**src/rtl/pipe_ctrl_pkg.sv**
```systemverilog
// Shared types and constants for the pipeline hazard/stall controller.
package pipe_ctrl_pkg;

    localparam int unsigned REG_W           = 4;
    localparam int unsigned DEF_MEM_TIMEOUT = 255;

    typedef enum logic {
        RUN      = 1'b0,
        MEM_WAIT = 1'b1
    } state_t;

    typedef struct packed {
        logic             valid;
        logic             wb_en;
        logic             mem_r;
        logic [REG_W-1:0] dest;
    } slot_t;

    function automatic logic slot_writes(input slot_t s, input logic [REG_W-1:0] r);
        return s.valid & s.wb_en & (s.dest == r);
    endfunction

endpackage

```
**src/rtl/pipe_hazard_ctrl_hazard_detect.sv**
```systemverilog
// RAW hazard detection of the ID instruction against the EXE/MEM shadow slots.
module hazard_detect
    import pipe_ctrl_pkg::*;
#(
    parameter bit FORWARD_EN = 1'b0
) (
    input  slot_t            exe_slot,
    input  slot_t            mem_slot,
    input  logic             id_valid,
    input  logic [REG_W-1:0] id_src1,
    input  logic [REG_W-1:0] id_src2,
    input  logic             id_use_src1,
    input  logic             id_two_src,
    output logic             hazard
);

    logic match1;
    logic match2;
    logic unused;

    // With forwarding only a load still in EXE cannot deliver its data in time.
    always_comb begin
        match1 = 1'b0;
        match2 = 1'b0;
        if (FORWARD_EN) begin
            match1 = exe_slot.valid & exe_slot.mem_r & (exe_slot.dest == id_src1);
            match2 = exe_slot.valid & exe_slot.mem_r & (exe_slot.dest == id_src2);
        end else begin
            match1 = slot_writes(exe_slot, id_src1) | slot_writes(mem_slot, id_src1);
            match2 = slot_writes(exe_slot, id_src2) | slot_writes(mem_slot, id_src2);
        end
    end

    assign hazard = id_valid & ((id_use_src1 & match1) | (id_two_src & match2));

    assign unused = ^{mem_slot, exe_slot.mem_r, exe_slot.wb_en};

endmodule

```
**src/rtl/pipe_hazard_ctrl.sv**
```systemverilog
// Stall/flush scheduler for the 5-stage pipeline: hazard stalls, branch
// flushes, memory-busy freeze, timeout flag and performance counters.
module pipe_hazard_ctrl
    import pipe_ctrl_pkg::*;
#(
    parameter bit          FORWARD_EN  = 1'b0,
    parameter int unsigned MEM_TIMEOUT = DEF_MEM_TIMEOUT,
    parameter int unsigned CNT_W       = 16
) (
    input  logic             clk,
    input  logic             rst,
    input  logic             id_valid,
    input  logic [REG_W-1:0] id_src1,
    input  logic [REG_W-1:0] id_src2,
    input  logic             id_use_src1,
    input  logic             id_two_src,
    input  logic             id_wb_en,
    input  logic             id_mem_r_en,
    input  logic [REG_W-1:0] id_dest,
    input  logic             exe_branch_taken,
    input  logic             mem_req,
    input  logic             mem_ready,
    output logic             pc_freeze,
    output logic             ifid_freeze,
    output logic             ifid_flush,
    output logic             idexe_bubble,
    output logic             pipe_stall,
    output logic             mem_error,
    output logic [CNT_W-1:0] stall_cnt,
    output logic [CNT_W-1:0] flush_cnt
);

    localparam int unsigned    WAIT_W    = $clog2(MEM_TIMEOUT + 1);
    localparam logic [WAIT_W-1:0] TIMEOUT_V = WAIT_W'(MEM_TIMEOUT);

    state_t            state;
    logic [WAIT_W-1:0] wait_cnt;
    slot_t             exe_slot;
    slot_t             mem_slot;
    logic              hazard;
    logic              mem_busy;
    logic              do_flush;
    logic              do_stall;

    hazard_detect #(
        .FORWARD_EN(FORWARD_EN)
    ) u_hazard_detect (
        .exe_slot    (exe_slot),
        .mem_slot    (mem_slot),
        .id_valid    (id_valid),
        .id_src1     (id_src1),
        .id_src2     (id_src2),
        .id_use_src1 (id_use_src1),
        .id_two_src  (id_two_src),
        .hazard      (hazard)
    );

    // Memory busy dominates; a taken branch squashes the hazarding instruction.
    assign mem_busy = rst & mem_req & ~mem_ready;
    assign do_flush = rst & ~mem_busy & exe_branch_taken;
    assign do_stall = rst & ~mem_busy & ~exe_branch_taken & hazard;

    assign pipe_stall   = mem_busy;
    assign pc_freeze    = mem_busy | do_stall;
    assign ifid_freeze  = mem_busy | do_stall;
    assign ifid_flush   = do_flush;
    assign idexe_bubble = do_flush | do_stall;

    always_ff @(posedge clk or negedge rst) begin
        if (!rst) begin
            exe_slot <= '0;
            mem_slot <= '0;
        end else if (!pipe_stall) begin
            mem_slot <= '{valid: exe_slot.valid, wb_en: exe_slot.wb_en,
                          mem_r: 1'b0, dest: exe_slot.dest};
            if (idexe_bubble)
                exe_slot <= '0;
            else
                exe_slot <= '{valid: id_valid, wb_en: id_wb_en,
                              mem_r: id_mem_r_en, dest: id_dest};
        end
    end

    always_ff @(posedge clk or negedge rst) begin
        if (!rst) begin
            state     <= RUN;
            wait_cnt  <= '0;
            mem_error <= 1'b0;
        end else begin
            case (state)
                RUN: begin
                    wait_cnt <= '0;
                    if (mem_req && !mem_ready)
                        state <= MEM_WAIT;
                end
                MEM_WAIT: begin
                    if (mem_ready) begin
                        state    <= RUN;
                        wait_cnt <= '0;
                    end else if (wait_cnt != TIMEOUT_V) begin
                        wait_cnt <= wait_cnt + WAIT_W'(1);
                        if (wait_cnt == TIMEOUT_V - WAIT_W'(1))
                            mem_error <= 1'b1;
                    end
                end
                default: begin
                    state    <= RUN;
                    wait_cnt <= '0;
                end
            endcase
        end
    end

    always_ff @(posedge clk or negedge rst) begin
        if (!rst) begin
            stall_cnt <= '0;
            flush_cnt <= '0;
        end else begin
            if (do_stall && (stall_cnt != '1))
                stall_cnt <= stall_cnt + CNT_W'(1);
            if (do_flush && (flush_cnt != '1))
                flush_cnt <= flush_cnt + CNT_W'(1);
        end
    end

endmodule

```
**config.mk**
```make
export PLATFORM = sky130hd
export DESIGN_NAME = pipe_hazard_ctrl
export DESIGN_NICKNAME = d
export VERILOG_FILES = /design/src/rtl/pipe_ctrl_pkg.sv /design/src/rtl/pipe_hazard_ctrl_hazard_detect.sv /design/src/rtl/pipe_hazard_ctrl.sv
export SDC_FILE = /design/constraint.sdc
export NUM_CORES = 1
export LEC_CHECK = 0
export ABC_CLOCK_PERIOD_IN_PS = 4050
export BUFFER_PORTS_ARGS = -buffer_cell sky130_fd_sc_hd__buf_4
export CORE_ASPECT_RATIO = 0.7
export CORE_MARGIN = 2
export CORE_UTILIZATION = 54
export DETAILED_ROUTE_END_ITERATION = 8
export PLACE_DENSITY = 0.83
export SETUP_SLACK_MARGIN = 0.2
export SLEW_MARGIN = 25
export SYNTH_ARGS = -nofsm -noshare
export SYNTH_HDL_FRONTEND = slang
export SYNTH_SLANG_ARGS = --single-unit
```
**constraint.sdc**
```tcl
create_clock -name clk -period 4.05 [get_ports clk]
set_clock_uncertainty 0.2 [all_clocks]
set_input_delay 1.215 -clock clk [delete_from_list [all_inputs] [get_ports clk]]
set_output_delay 1.215 -clock clk [all_outputs]
set_load 0.01 [all_outputs]
```
==> out/qor.yml, run 1 <==
min_delay_path_depth: 1
period_minus_slack_ns: 3.81
grt_start_max_net_pins: 32
ys_ff_latch: 54
cts_made_buffers: 5
boundaryPins: 60
drv_cap: 0
cts.sinks: 54
yosysWarnings: 0
grt_util_all_layers_pct: 23.1
die_h_um: 63.4
floorplan.rows: 21
drc: 0
async_flop_share_pct: 100
fmaxAchievable_mhz: 262
floorplan.initialDensity_pct: 56.6
final.period_utilization_pct: 94.1
outcome: "completed"
synth_area_leader_cell: "sky130_fd_sc_hd__dfrtp_1"
ys_types: 43
die_w_um: 88.9
critical_path_class: "input port to primary output"
worstPathMaxFanout: 2
timing.reg2reg.worst_path_depth: 5
ctsHoldBuffers: 0
layout.area.seq_mm2: 0.00135
cts-htree-levels: 2
floorplan.die_area_mm2: 0.00564
p_total_mw: 1.18
final_common_cell: "sky130_fd_sc_hd__buf_4"
syn_inst: 258
finish.net_count: 346
num-fill-cells: 379
dr.first_iter.drc_count: 76
area_growth_pct: 25.5
synthFlopType: "sky130_fd_sc_hd__dfrtp_1"
min-delay-path-class: "register to register"
gp_routability_congestion: 0.831
tritoncts: "yes"
dp.final_hpwl_um: 4420
max-clock-path-buffers: 2
crit_arrival_ns: 2.40
detail_route.wl_per_cell_um: 15.6
timing.setup.tns_ns: 0
p_per_area_mw_per_mm2: 346
cts_setup_buffers: 0
synthesis.area_per_instance_um2: 10.6
vias_in_the_first_global_route: 2171
route.antenna.remaining_nets: 0
setup-violations-final: 0
core-area_mm2: 0.00481
first_pass_iters: 5
worst_setup_hold_path_clk_slew_ns: 0.09
grt_first_pass_wirelength_um: 10100
synth_fp_nets: 284
power.leakage_nw: 1.69
syn-cell-area_mm2: 0.00272
wl_um: 6080
worst_tran_pin_value_ns: 0.806
antenna-diode-count: 0
multi_input_area_mm2: 0.00138
synth_edf_count: 0
clock_latency_on_the_worst_skew_pair_ns: 0.31
cts.root.buffer_cell: "sky130_fd_sc_hd__clkbuf_8"
cp-start-kind: "input port"
relSlewSlack_pct: 45.9
viasPerCell: 5.49
hold_violations: 0
antenna_found_initial: 0
buffer_ports.inserted: 58
crit_path_end_kind: "primary output"
power.ir.vdd_worst_mv: 0.247
vias_post_dr: 2134
area_share_of_the_largest_cell_type_after_synthesis_pct: 49.6
synth.top_cells.by_area: "sky130_fd_sc_hd__dfrtp_1 (50%), sky130_fd_sc_hd__xor2_1 (9.6%), sky130_fd_sc_hd__xnor2_1 (5.8%)"
worst-endpoint-required_ns: 2.63
ys_seq_area_share_pct: 49.6
layout-drive-gt1-share_pct: 28.7
grt.overflow.total: 0
rsz0062_at_grt: "no"
final_max_slew_viol_count: 0
most-common-layout-cells: "sky130_fd_sc_hd__buf_4 (63), sky130_fd_sc_hd__dfrtp_1 (54), sky130_fd_sc_hd__nand2_1 (30)"
-- path summary, 6_finish.rpt --
kind | slack [ns] | startpoint | end
setup / recovery | 0.24 | id_src2[3] | ifid_freeze
hold / removal | 0.30 | flush_cnt[12] | flush_cnt[12]
setup reg to reg | 1.60 | stall_cnt[3] | stall_cnt[13]
hold reg to reg | 0.30 | flush_cnt[12] | flush_cnt[12]
max in group asynchronous | 2.56 | rst | stall_cnt[4]
min in group asynchronous | 0.52 | rst | flush_cnt[1]
-- what timing repair did --
| action | CTS | global route |
|---|---|---|
| gates resized for setup | 3 | 5 |
| pin swaps | 0 | 1 |
| cloned | 0 | 0 |
| setup endpoints to repair | 3 | 3 |
-- metal layers --
metal / routed length, um / up-vias / track usage, %
met2: 2940 / 57 / 36.2
met4: 70 / 0 / 7.20
li1: - / 1029 / -
met1: 2780 / 1039 / 32.6
met3: 294 / 9 / 4.46
met5: 0 / - / 0
-- worst max-delay path, stage by stage --
cell and delay [ns]:
sky130_fd_sc_hd__buf_4 0.12, sky130_fd_sc_hd__xor2_1 0.21, sky130_fd_sc_hd__nor4_2 0.11, sky130_fd_sc_hd__nor4_4 0.34
sky130_fd_sc_hd__nand2b_4 0.20, sky130_fd_sc_hd__nand2_4 0.05, sky130_fd_sc_hd__buf_4 0.15
-- kinds of logic after synthesis --
family / synth area share [%]
AOI/OAI and AO/OA: 5.47
muxes: 1.61
buffers and inverters: 2.30
adders and majority gates: 1.84
DFF: 49.6
xor gates and xnor gates: 15.4
and+or+nand+nor: 23.7
-- per-stage QoR --
stage | cell area, um^2 | cells | setup slack, ns | hold WS (ns) | utilization [%]
floorplan | 2740 | 258 | 0.196 | 0.260 | -
global placement | 3250 | 382 | 0.206 | 0.269 | 67.7
detailed placement | 3250 | 382 | 0.163 | 0.284 | 67.7
CTS | 3380 | 389 | 0.241 | 0.302 | 70.3
global route | 3420 | 389 | 0.208 | 0.334 | 71.1
finish | 3420 | 389 | 0.238 | 0.297 | 71.1
-- cells in the mapped netlist, types with 3 or more instances --
library cell	n
sky130_fd_sc_hd__nand4_1	15
sky130_fd_sc_hd__xnor2_1	18
sky130_fd_sc_hd__ha_1	4
sky130_fd_sc_hd__nor2_1	12
sky130_fd_sc_hd__xor2_1	30
sky130_fd_sc_hd__a21oi_1	3
sky130_fd_sc_hd__and4_1	3
sky130_fd_sc_hd__dfrtp_1	54
sky130_fd_sc_hd__clkbuf_1	4
sky130_fd_sc_hd__inv_1	5
sky130_fd_sc_hd__and3_1	6
sky130_fd_sc_hd__nand2b_1	3
sky130_fd_sc_hd__a22o_1	6
sky130_fd_sc_hd__nor3_1	9
sky130_fd_sc_hd__nand3_1	16
sky130_fd_sc_hd__nor4_1	5
sky130_fd_sc_hd__nand2_1	31
sky130_fd_sc_hd__mux2_2	3
-- layout make-up --
cell class	count	share of cell area, %
multi-input cells	191	40.4
flip-flops and latches	54	39.5
repair buffers	63	13.8
well taps	69	2.53
clock buffers	5	2.01
clock inverters	2	1.13
inverters	5	0.549
-- sequential cells by signal, indices dropped and copies added, names as in the netlist --
register	flops
exe_slot	6
flush_cnt	16
mem_error	1
mem_slot	6
stall_cnt	16
state	1
wait_cnt	8
-- where the power goes --
part | switching [mW] | internal (mW)
Sequential | 0.0571 | 0.579
Combinational | 0.0946 | 0.0990
Clock | 0.171 | 0.182
Total | 0.323 | 0.860
No activity file was read; power rests on OpenSTA's default activity.
==> run 2: changes to the inputs <==
- CORE_UTILIZATION: 54 -> 50
- PLACE_DENSITY: 0.83 -> 0.78
==> run 2 against run 1 <==
Effect of this change:
- cell count is 1.0% higher
- critical path depth grew 1
- clock power fell by 12%
- sequential share of layout area fell by 0.22 points
- non-clock buffer count unchanged
- worst setup slack improved by 0.0041 ns
- worst hold slack got worse by 0.019 ns
- flip-flop and latch count unchanged
- routed wire length is 3.4% lower
- combinational power is essentially flat
- total power down 3.4%
- global-route usage down 2.4 points
==> out/qor.yml, run 2 (synthesis results as in run 1) <==
num-fill-cells: 428  # +13%
stdcell_count: 393  # +1.0%
critical_path_class: "input port to primary output"
drv_cap: 0  # unchanged
cts-htree-levels: 2  # unchanged
worst_tran_pin_value_ns: 0.844  # +0.0375 ns
wl_um: 5870  # -3.4%
period_minus_slack_ns: 3.81  # -0.00412 ns
crit_path_end_kind: "primary output"
rsz0062_at_grt: "no"
worst_setup_hold_path_clk_slew_ns: 0.10  # about the same
p_per_area_mw_per_mm2: 333  # -3.9%
timing.setup.tns_ns: 0  # unchanged
timing.reg2reg.worst_path_depth: 8  # +3
final_max_slew_viol_count: 0  # unchanged
tritoncts: "yes"
outcome: "completed"
grt.overflow.total: 0  # unchanged
first_pass_iters: 6  # +1
antenna-diode-count: 0  # unchanged
core-area_mm2: 0.00526  # +9.3%
cts_made_buffers: 5  # unchanged
finish.net_count: 346  # unchanged
critical_path.top_delay_family: "simple AND/OR/NAND/NOR gates"
cpMaxStageDelayCell: "sky130_fd_sc_hd__nor4_4"
viasPerCell: 5.43  # -1.0%
grt_start_max_net_pins: 42  # +31%
min_delay_path_depth: 1  # unchanged
gp_routability_congestion: 0.871  # +4.7%
critical_path.n_buffers_inverters: 2  # unchanged
cp-start-kind: "input port"
crit_arrival_ns: 2.39  # about the same
place_inst: 384  # +0.52%
fmaxAchievable_mhz: 263  # +0.11%
die_w_um: 92.2  # +3.7%
grt_first_pass_wirelength_um: 9800  # -3.1%
worstPathMaxFanout: 2  # unchanged
drc: 0  # unchanged
reg2reg_from: "mem_slot[1]"
hold_violations: 0  # unchanged
cts.sinks: 54  # unchanged
cts.root.buffer_cell: "sky130_fd_sc_hd__clkbuf_8"
clock_latency_on_the_worst_skew_pair_ns: 0.31  # about the same
path_cells: "buf_6, xnor2_2, nand4_1, nor4_4, nor4_4, nand2b_4, nand2_4, buf_6"
antenna_found_initial: 0  # unchanged
setup-violations-final: 0  # unchanged
route.antenna.remaining_nets: 0  # unchanged
worst-endpoint-required_ns: 2.63  # about the same
detail_route.wl_per_cell_um: 14.9  # -4.4%
dr.first_iter.drc_count: 75  # -1.3%
layout-drive-gt1-share_pct: 29.0  # +0.22 points
grt_util_all_layers_pct: 20.7  # -2.4 points
max-clock-path-buffers: 2  # unchanged
boundaryPins: 60  # unchanged
worst-path-stages: 8  # +1
cpPeakStageDelay_ns: 0.33  # about the same
layout.area.seq_mm2: 0.00135  # unchanged
min_to: "mem_error"
vias_in_the_first_global_route: 2066  # -4.8%
hold_path.startpoint: "mem_error"
final.period_utilization_pct: 94.0  # -0.10 points
most-common-layout-cells: "sky130_fd_sc_hd__buf_4 (59), sky130_fd_sc_hd__dfrtp_1 (54), sky130_fd_sc_hd__xor2_1 (29), sky130_fd_sc_hd__nand2_1 (29), sky130_fd_sc_hd__xnor2_1 (17)"
final_common_cell: "sky130_fd_sc_hd__buf_4"
min-delay-path-class: "register to register"
dp.final_hpwl_um: 4210  # -4.8%
floorplan.rows: 22  # +4.8%
vias_post_dr: 2134  # unchanged
ff2ff_setup_slack_ns: 1.59  # about the same
r2r-end: "stall_cnt[1]"
relSlewSlack_pct: 43.4  # -2.5 points
power.leakage_nw: 1.70  # +0.25%
floorplan.die_area_mm2: 0.00606  # +7.6%
die_h_um: 65.8  # +3.7%
area_growth_pct: 26.2
power.ir.vdd_worst_mv: 0.134  # -46%
multi_input_area_mm2: 0.00139  # +0.91%
buffer_ports.inserted: 58  # unchanged
floorplan.initialDensity_pct: 51.8  # -4.8 points
registers_with_the_most_flip_flops: "flush_cnt (16), stall_cnt (16), wait_cnt (8)"
## run 2: final cells by class
| class | instances | area share, % |
|---|---|---|
| well taps | 72 | 2.62 |
| clock buffers | 5 | 2.00 |
| inverters | 5 | 0.546 |
| clock inverters | 3 | 0.764 |
| multi-input cells | 191 | 40.6 |
| repair buffers | 63 | 14.2 |
| flip-flops and latches | 54 | 39.3 |
## run 2: metrics by stage
stage	util, %	setup slack (ns)	hold WS (ns)	instance area (um^2)	power, mW
global route	65.4	0.208	0.319	3440	1.21
finish	65.4	0.242	0.278	3440	1.14
floorplan	-	0.196	0.260	2740	0.726
CTS	64.1	0.258	0.284	3370	1.14
global placement	61.8	0.184	0.261	3250	0.819
detailed placement	61.8	0.133	0.260	3250	0.827
## run 2: worst max-delay path by stage
stage               start           end  slack [ns]
2_1_floorplan  id_src1[1]     pc_freeze        0.20
3_3_place_gp   id_src1[1]  idexe_bubble        0.18
3_5_place_dp   id_src1[1]  idexe_bubble        0.13
4_1_cts        id_src1[1]  idexe_bubble        0.26
5_1_grt        id_src2[1]     pc_freeze        0.21
6_report       id_src2[1]     pc_freeze        0.24
## run 2: what timing repair did
action	CTS	global route
setup endpoints to repair	3	3
buffers inserted	0	1
resized for setup	4	10
pin swaps	0	3
hold buffers	0	0
## run 2: per-layer routing
metal / track usage, % / wire, um / vias to the layer above / part of all wire (%)
li1: - / - / 1034 / -
met1: 29.2 / 2820 / 1025 / 48
met2: 32.0 / 2650 / 69 / 45
met3: 5.28 / 358 / 6 / 6.1
met4: 5.78 / 47 / 0 / 0.80
met5: 0 / 0 / - / 0
## run 2: worst reg2reg max path, stage by stage (launching register included)
cell and delay, ns:
sky130_fd_sc_hd__dfrtp_1 0.45, sky130_fd_sc_hd__xnor2_2 0.18, sky130_fd_sc_hd__nand4_1 0.18, sky130_fd_sc_hd__nor4_4 0.33
sky130_fd_sc_hd__nor4_4 0.10, sky130_fd_sc_hd__buf_4 0.15, sky130_fd_sc_hd__buf_4 0.18, sky130_fd_sc_hd__nor3_2 0.24
sky130_fd_sc_hd__mux2_2 0.36
## run 2: where the power goes
group	switching, mW	internal [mW]
Combinational	0.0968	0.100
Clock	0.186	0.125
Sequential	0.0562	0.579
Total	0.339	0.804
